### src/rtl/pipelined_decode_unit.sv
// ID stage plus ID/EX register: register file, operand forwarding from NUM_BYPASS sources,
// immediate extension and branch/JAL target generation, with a 1-cycle registered output.
module pipelined_decode_unit #(
    parameter int CORE            = 0,
    parameter int DATA_WIDTH      = 32,
    parameter int ADDRESS_BITS    = 20,
    parameter int NUM_BYPASS      = 3,
    parameter int SCAN_CYCLES_MIN = 0,
    parameter int SCAN_CYCLES_MAX = 1000,
    localparam int SEL_W          = $clog2(NUM_BYPASS + 1)
) (
    input  logic                             clock,
    input  logic                             reset,
    input  logic [ADDRESS_BITS-1:0]          PC,
    input  logic [31:0]                      instruction,
    input  logic                             in_valid,
    input  logic                             stall,
    input  logic                             flush,
    input  logic [1:0]                       extend_sel,
    input  logic                             write,
    input  logic [4:0]                       write_reg,
    input  logic [DATA_WIDTH-1:0]            write_data,
    input  logic [SEL_W-1:0]                 rs1_data_bypass,
    input  logic [SEL_W-1:0]                 rs2_data_bypass,
    input  logic [NUM_BYPASS*DATA_WIDTH-1:0] bypass_data,
    input  logic                             scan,
    output logic                             out_valid,
    output logic [DATA_WIDTH-1:0]            rs1_data,
    output logic [DATA_WIDTH-1:0]            rs2_data,
    output logic [4:0]                       rd,
    output logic [6:0]                       opcode,
    output logic [2:0]                       funct3,
    output logic [6:0]                       funct7,
    output logic [DATA_WIDTH-1:0]            extend_imm,
    output logic [ADDRESS_BITS-1:0]          branch_target,
    output logic [ADDRESS_BITS-1:0]          JAL_target
);

    localparam logic [6:0] NOP_OPCODE = 7'h13;

    logic [DATA_WIDTH-1:0]   rf_reg [32];
    logic [DATA_WIDTH-1:0]   bypass_slice [NUM_BYPASS];
    logic [4:0]              rs1_idx;
    logic [4:0]              rs2_idx;
    logic [DATA_WIDTH-1:0]   rf_rs1;
    logic [DATA_WIDTH-1:0]   rf_rs2;
    logic [DATA_WIDTH-1:0]   rs1_next;
    logic [DATA_WIDTH-1:0]   rs2_next;
    logic [DATA_WIDTH-1:0]   imm_next;
    logic [12:0]             b_imm;
    logic [20:0]             j_imm;
    logic [ADDRESS_BITS-1:0] branch_next;
    logic [ADDRESS_BITS-1:0] jal_next;
    logic [31:0]             cycle_count_reg;

    assign rs1_idx = instruction[19:15];
    assign rs2_idx = instruction[24:20];

    for (genvar gi = 0; gi < NUM_BYPASS; gi++) begin : g_bypass
        assign bypass_slice[gi] = bypass_data[gi*DATA_WIDTH +: DATA_WIDTH];
    end

    // Register file; entry 0 is never written so it stays zero after reset.
    always_ff @(posedge clock or negedge reset) begin
        if (!reset) begin
            for (int i = 0; i < 32; i++) begin
                rf_reg[i] <= '0;
            end
        end else if (write && (write_reg != 5'd0)) begin
            rf_reg[write_reg] <= write_data;
        end
    end

    // Write-through so a result retiring this cycle is seen by the instruction in decode.
    always_comb begin
        rf_rs1 = rf_reg[rs1_idx];
        rf_rs2 = rf_reg[rs2_idx];
        if (rs1_idx == 5'd0) begin
            rf_rs1 = '0;
        end else if (write && (write_reg == rs1_idx)) begin
            rf_rs1 = write_data;
        end
        if (rs2_idx == 5'd0) begin
            rf_rs2 = '0;
        end else if (write && (write_reg == rs2_idx)) begin
            rf_rs2 = write_data;
        end
    end

    // Out-of-range selects fall back to the register file value.
    always_comb begin
        rs1_next = rf_rs1;
        rs2_next = rf_rs2;
        for (int k = 0; k < NUM_BYPASS; k++) begin
            if (int'(rs1_data_bypass) == k + 1) rs1_next = bypass_slice[k];
            if (int'(rs2_data_bypass) == k + 1) rs2_next = bypass_slice[k];
        end
    end

    always_comb begin
        imm_next = '0;
        case (extend_sel)
            2'b00:   imm_next = DATA_WIDTH'($signed(instruction[31:20]));
            2'b01:   imm_next = DATA_WIDTH'($signed({instruction[31:25], instruction[11:7]}));
            2'b10:   imm_next = DATA_WIDTH'($signed({instruction[31:12], 12'b0}));
            default: imm_next = DATA_WIDTH'(instruction[31:20]);
        endcase
    end

    assign b_imm = {instruction[31], instruction[7], instruction[30:25], instruction[11:8], 1'b0};
    assign j_imm = {instruction[31], instruction[19:12], instruction[20], instruction[30:21], 1'b0};
    assign branch_next = PC + ADDRESS_BITS'($signed(b_imm));
    assign jal_next    = PC + ADDRESS_BITS'($signed(j_imm));

    // ID/EX register: flush beats stall, stall holds everything.
    always_ff @(posedge clock or negedge reset) begin
        if (!reset) begin
            out_valid     <= 1'b0;
            rs1_data      <= '0;
            rs2_data      <= '0;
            rd            <= '0;
            opcode        <= NOP_OPCODE;
            funct3        <= '0;
            funct7        <= '0;
            extend_imm    <= '0;
            branch_target <= '0;
            JAL_target    <= '0;
        end else if (flush) begin
            out_valid     <= 1'b0;
            rs1_data      <= '0;
            rs2_data      <= '0;
            rd            <= '0;
            opcode        <= NOP_OPCODE;
            funct3        <= '0;
            funct7        <= '0;
            extend_imm    <= '0;
            branch_target <= '0;
            JAL_target    <= '0;
        end else if (!stall) begin
            out_valid     <= in_valid;
            rs1_data      <= rs1_next;
            rs2_data      <= rs2_next;
            rd            <= instruction[11:7];
            opcode        <= instruction[6:0];
            funct3        <= instruction[14:12];
            funct7        <= instruction[31:25];
            extend_imm    <= imm_next;
            branch_target <= branch_next;
            JAL_target    <= jal_next;
        end
    end

    // Free-running cycle count kept for debug scan tooling; it does not affect decode.
    always_ff @(posedge clock or negedge reset) begin
        if (!reset) begin
            cycle_count_reg <= '0;
        end else begin
            cycle_count_reg <= cycle_count_reg + 32'd1;
        end
    end

endmodule

### config.mk
export PLATFORM = sky130hd
export DESIGN_NAME = pipelined_decode_unit
export DESIGN_NICKNAME = d
export VERILOG_FILES = /design/src/rtl/pipelined_decode_unit.sv
export SDC_FILE = /design/constraint.sdc
export NUM_CORES = 2
export LEC_CHECK = 0
export ABC_AREA = 1
export CAP_MARGIN = 15
export CORE_MARGIN = 5
export CORE_UTILIZATION = 45
export DETAILED_ROUTE_END_ITERATION = 6
export PLACE_DENSITY_LB_ADDON = 0.1
export SETUP_SLACK_MARGIN = 0.15
export SYNTH_ARGS = -nofsm -noshare
export SYNTH_HDL_FRONTEND = slang
export SYNTH_SLANG_ARGS = --single-unit
### constraint.sdc
create_clock -name clock -period 1.5 [get_ports clock]
set_clock_uncertainty 0.2 [all_clocks]
set_input_delay 0.375 -clock clock [delete_from_list [all_inputs] [get_ports clock]]
set_output_delay 0.375 -clock clock [all_outputs]
set_load 0.02 [all_outputs]
**Yosys cells after proc, flatten, opt, wreduce, memory -nomap -nowiden**

Index checks and enable logic that the tools add are counted.

- $lt $le $gt $ge: 4
- Bitwise operators: 3
- Equal/unequal tests: 11
- Muxes and demuxes: 40
- $add $sub $neg: 2
- Reduce and logical (&&, ||, !) cells: 8

Operators by type and width:

| cell | number |
|---|---|
| bitwise mux 1024 bit | 1 |
| two-way mux 32 bit | 21 |
| binary-select mux 32 bit (select 5 bit) | 2 |
| demux 32 bit (select 5 bit) | 1 |
| one-hot mux 32 bit (3 select lines) | 1 |
| two-way mux 20 bit | 4 |
| adder 20 bit | 2 |
| two-way mux 7 bit | 4 |
| >= comparator 6 bit, second input constant | 3 |
| inverter 5 -> 6 bit | 3 |
| == test 2 bit, second input constant | 5 |
| == test 5 bit | 2 |
| logical NOT 5 bit | 2 |
| two-way mux 5 bit | 2 |
| == test 2 x 1 -> 1 bit, second input constant | 3 |
| < comparator 6 x 1 -> 1 bit, second input constant | 1 |
| two-way mux 3 bit | 2 |
| nonzero test 5 bit | 1 |
| logical AND 1 bit | 4 |
| logical NOT 2 bit | 1 |
| two-way mux 1 bit | 2 |
| inequality test 2 x 1 -> 1 bit, second input constant | 1 |

- Word-level logic and storage cells: 110
- Register bits: 1183
- Output and inout bits: 159

**Logic depth before layout (Yosys ltp)**

- Depth after elaboration: 11
- Gate-level depth with buffers: 16
- Gate-level depth less buffers: 13

**Worst setup path after synthesis**

No wires, ideal clock.

- Path type: input -> register
- From: input PC[10]
- To: register branch_target[19]
- Cell stages on the path: 10
- Arrival: 1855 ps
- Path slack: -673 ps
- Path through: ha_1 -> clkbuf_1 -> a21oi_1 -> a21boi_0 -> nand2_1 -> nand2_1 -> nand3_1 -> or2_2 -> nand3_1 -> nand2_1

- Cells in the longest elaborated chain, start to end: 3

Ends and longest elaborated chain:

| item | line | text |
|---|---|---|
| start: declaration | 14 | `input logic [ADDRESS_BITS-1:0] PC,` |
| adder 20 bit | 112 | `assign branch_next = PC + ADDRESS_BITS'($signed(b_imm));` |
| two-way mux 20 bit | 139 | `end else if (!stall) begin` |
| two-way mux 20 bit | 128 | `end else if (flush) begin` |
| end signal: assignment | 148 | `branch_target <= branch_next;` |
| end: declaration | 35 | `output logic [ADDRESS_BITS-1:0] branch_target,` |

Every way passes these cells. The select of a mux whose other input is x is not followed.
A chain may end at the register's enable or synchronous reset.

**Final worst setup path**

- From: register opcode[0]
- To: output opcode[0]

RTL lines:

| item | line | text |
|---|---|---|
| start: declaration | 31 | `output logic [6:0] opcode,` |
| start signal: assignment | 144 | `opcode <= instruction[6:0];` |

No word-level cell between the ends.

==> impl_results.md <==
- Status: complete, but fails checks
- Die Width: around 400 um
- Sequential area share after synthesis: 0.4312
- Flop pwr share: 0.376
- Later-pin clock latency in the skew report: between 0.7 and 0.8 ns
- Multiplexer area fraction after synthesis: 0
- Post-synthesis simple-gate area fraction: 0.2973
- Detailed placer's ending HPWL: roughly 220,000 um
- Syn-to-layout area delta: 45.20%
- Largest net degree at the start of global routing: 70
- Mapped Cells: between 9,000 and 10,000
- Slowest cell on the critical path: dfstp_2
- GRT overflow: 0
- Endpoints failing setup: ~240
- Setup TNS: -83.05 ns
- Post-DP Area: just under 90,000 sq um
- First-pass GRT wire length: 478,400 um
- Final nets: 11,489
- # H-tree levels: 4
- Final Max Slew Viols: 0
- Yosys warns: 0
- Largest family of logic cells by synthesized area: simple AND/OR/NAND/NOR gates
- Fin crit share: 1.335
- CTS buffer count: 143
- Top Family by Delay on Critical Path: flip-flops
- Worst setup margin: -0.5021 ns
- Pwr per Cell Area: about 1100 nW/um^2
- Kind of critical path: reg2out
- Startpoint types: flop
- Cell internal pwr: between 70 and 80 mW
- Clock tree buffer depth: 3
- Syn Area/Cell: between 6 and 7 sq um
- Routability cong.: 0.9972
- Synth Area in XOR/XNOR: 0.0002553
- Sw Ratio: 0.3319
- CTS tree: built
- Final hold violation count: 4
- Layout cells sized above 1: 0.2834
- Total power: 109.1 mW
- Vias per cell: 5.897
- Synth area leaders: dfrtp_1 (43%), nand2_1 (17%), o21ai_0 (9.4%)
- Core area: 151,700 sq um
- RSZ-0062 raised after global routing: true
- Rows: roughly 140
- Largest register FFs: 1,024
- Max stage delay on crit path: around 0.54 ns
- Stages on the worst setup path: 1
- Starting density of the core: 0.4522
- Final core utilization: 0.6566
- Worst VDD drop: roughly 1.2 mV
- WP data arrival: roughly 1.4 ns
- Buf/Inv on CP: 1
- Synth area leader: dfrtp_1
- DRT iter0 DRCs: 11,263
- Max_cap viols: 0
- Combinational share of power: 0.291
- Slew margin rel.: 0.5993
- Syn Nets: roughly 10,000
- IO buf count: ~360
- Vias in the first global route: 71,750
- Root Buffer: clkbuf_16
- GRT Total Usage: 0.3925
- Crit path cell chain: buf_6
- Min Hold Slack: -0.04460 ns
- DRT Pass-1 Iters: 7
- Peak Freq: around 500 MHz
- Post-synthesis adder-cell area fraction: 0.006055
- Final WL: between 300,000 and 400,000 um
- Antenna violations before repair: 27
- Complex-gate fraction of the synthesized area: 0.1639
- Minimum clock period: around 2.0 ns
- Final instance area: about 100,000 sq um
- Largest fanout on the critical path: 2
- Num ports: between 300 and 400
- Min-Delay Path Class: in2reg
- Avg WL per Cell: between 20 and 30 um
- Crit path capture type: output pin
- Sw power: between 30 and 40 mW
- Post-synth cell types: 39
- Clock power share: 0.333
- DIE HEIGHT: 400.5 um
- R2R cell count: 14
- Die ar.: 160,400 sq um
- Yosys reg bits: approximately 1,200
- Required time worst endpoint: just over 0.9 ns
- Worst slew pin tran: ~0.60 ns
- Worst-path clk slew: about 0.060 ns
- Mapped cell area: 68,610 sq um
- Failing checks: hold timing, setup timing
- Top cell type's share of synthesized area: 0.4300
- Vias: ~79,000
- Residual DRC: 0
- Number of routed nets with antenna violations: 0
- Leak Pwr: approximately 50 nW
- CTS Sinks: ~1,200
- Hold Crit Depth: 5
[Yosys cell counts]
cell and n:
a211oi_1 2, a21boi_0 4, a21o_1 1, a21oi_1 341, a221oi_1 26, a22o_1 15
a31oi_1 2, a32o_1 24, buf_1 69, buf_2 164, buf_4 1, clkbuf_1 599
clkinv_1 5, dfrtp_1 1179, dfstp_2 3, fa_1 2, ha_1 30, inv_1 955
inv_2 3, nand2_1 3140, nand2_2 17, nand3_1 1215, nand3_2 1, nand3b_1 4
nand4_1 4, nor2_1 393, nor2_2 6, nor3_1 14, nor3_2 1, nor3_4 2
nor4_1 2, nor4_4 1, o211ai_1 270, o21ai_0 1283, o21ai_1 9, o221a_2 26
o22ai_1 14, or2_2 112, xor2_1 2
[cells in the final DEF, fill, tap and decap left out, types with 12 or more instances in the layout]
| cell type | Yosys | final |
|---|---|---|
| nand2_1 | 3140 | 2809 |
| dfrtp_1 | 1179 | 1170 |
| o21ai_0 | 1283 | 1143 |
| buf_4 | 1 | 1142 |
| inv_1 | 955 | 859 |
| nand3_1 | 1215 | 855 |
| nand3_2 | 1 | 336 |
| buf_12 | 0 | 335 |
| nor2_1 | 393 | 333 |
| a21oi_1 | 341 | 295 |
| o211ai_1 | 270 | 270 |
| nand2_2 | 17 | 259 |
| buf_6 | 0 | 248 |
| clkbuf_16 | 0 | 174 |
| clkdlybuf4s50_1 | 0 | 144 |
| o21ai_1 | 9 | 114 |
| or2_4 | 0 | 106 |
| inv_2 | 3 | 87 |
| nand2_4 | 0 | 83 |
| clkbuf_8 | 0 | 41 |
| nor2_4 | 0 | 34 |
| a21oi_2 | 0 | 34 |
| nor2_2 | 6 | 32 |
| ha_4 | 0 | 29 |
| clkbuf_1 | 599 | 29 |
| buf_16 | 0 | 28 |
| o21ai_2 | 0 | 26 |
| a221oi_1 | 26 | 26 |
| o221a_2 | 26 | 26 |
| nand3_4 | 0 | 25 |
| a32o_1 | 24 | 24 |
| dlygate4sd3_1 | 0 | 22 |
| diode_2 | 0 | 21 |
| buf_8 | 0 | 21 |
| clkinv_2 | 0 | 17 |
| a22o_1 | 15 | 15 |
| clkbuf_2 | 0 | 15 |
| a21oi_4 | 0 | 12 |
[timing repair]
action,4_1_cts,5_1_grt
hold buffers,18,5
setup endpoints to repair,1253,1197
setup buffers,101,148
endpoints found under the hold margin,1205,12
resized for setup,1397,927
cloned,11,37
pin swaps,215,467
[through the flow]
stage / cells / setup slack (ns)
global placement: 12825 / -1.510
floorplan: 9941 / -0.4415
finish: 13420 / -0.5021
detailed placement: 12825 / -1.541
CTS: 13210 / -0.5276
global route: 13407 / -0.5305
[final cells by class]
cell class                      count  area (sq um)
Multi-Input combinational cell   6963         36970
Fill cell                       13094         52110
Inverter                          963          3712
Clock buffer                      215          4302
Tap cell                         2030          2540
Sequential cell                  1182         29590
Antenna cell                       21         52.55
Clock inverter                     40         540.5
Timing Repair Buffer             2006         21910
[worst paths after layout]
kind / slack [ns] / start / endpoint
max in group asynchronous: 0.12 / reset / rf_reg[437]
min reg2reg: 0.20 / rf_reg[1014] / rf_reg[1014]
min in group asynchronous: 0.04 / reset / rf_reg[726]
min: -0.04 / instruction[26] / JAL_target[6]
max: -0.50 / opcode[0] / opcode[0]
max reg2reg: -0.39 / rf_reg[1023] / rs2_data[31]
[logic make-up after synthesis]
group | after synthesis
flip-flops | 1182
buffers and inverters | 1796
XOR/XNOR | 2
AO/OA/AOI/OAI | 2017
adder cells (fa/ha/maj) | 32
AND/OR/NAND/NOR | 4912
[power groups by stage]
stage               registers [mW]  clock network, mW  logic, mW
floorplan                     40.8                  0       14.5
global placement              41.0                  0       26.9
detailed placement            41.1                  0       27.4
CTS                           40.7               36.6       28.9
global route                  41.5               37.9       34.4
finish                        41.0               36.4       31.7
[metal layers]
| layer | up-vias | wire [um] | global-route usage | part of all wire |
|---|---|---|---|---|
| met1 | 38018 | 135900 | 0.5457 | 0.39 |
| met5 | - | 84 | 0 | 0.00024 |
| met3 | 1088 | 44100 | 0.09864 | 0.13 |
| met2 | 5154 | 143700 | 0.5729 | 0.42 |
| met4 | 14 | 20940 | 0.1886 | 0.061 |
| li1 | 34864 | - | - | - |
Note: power is estimated with default switching activity, not from simulation.
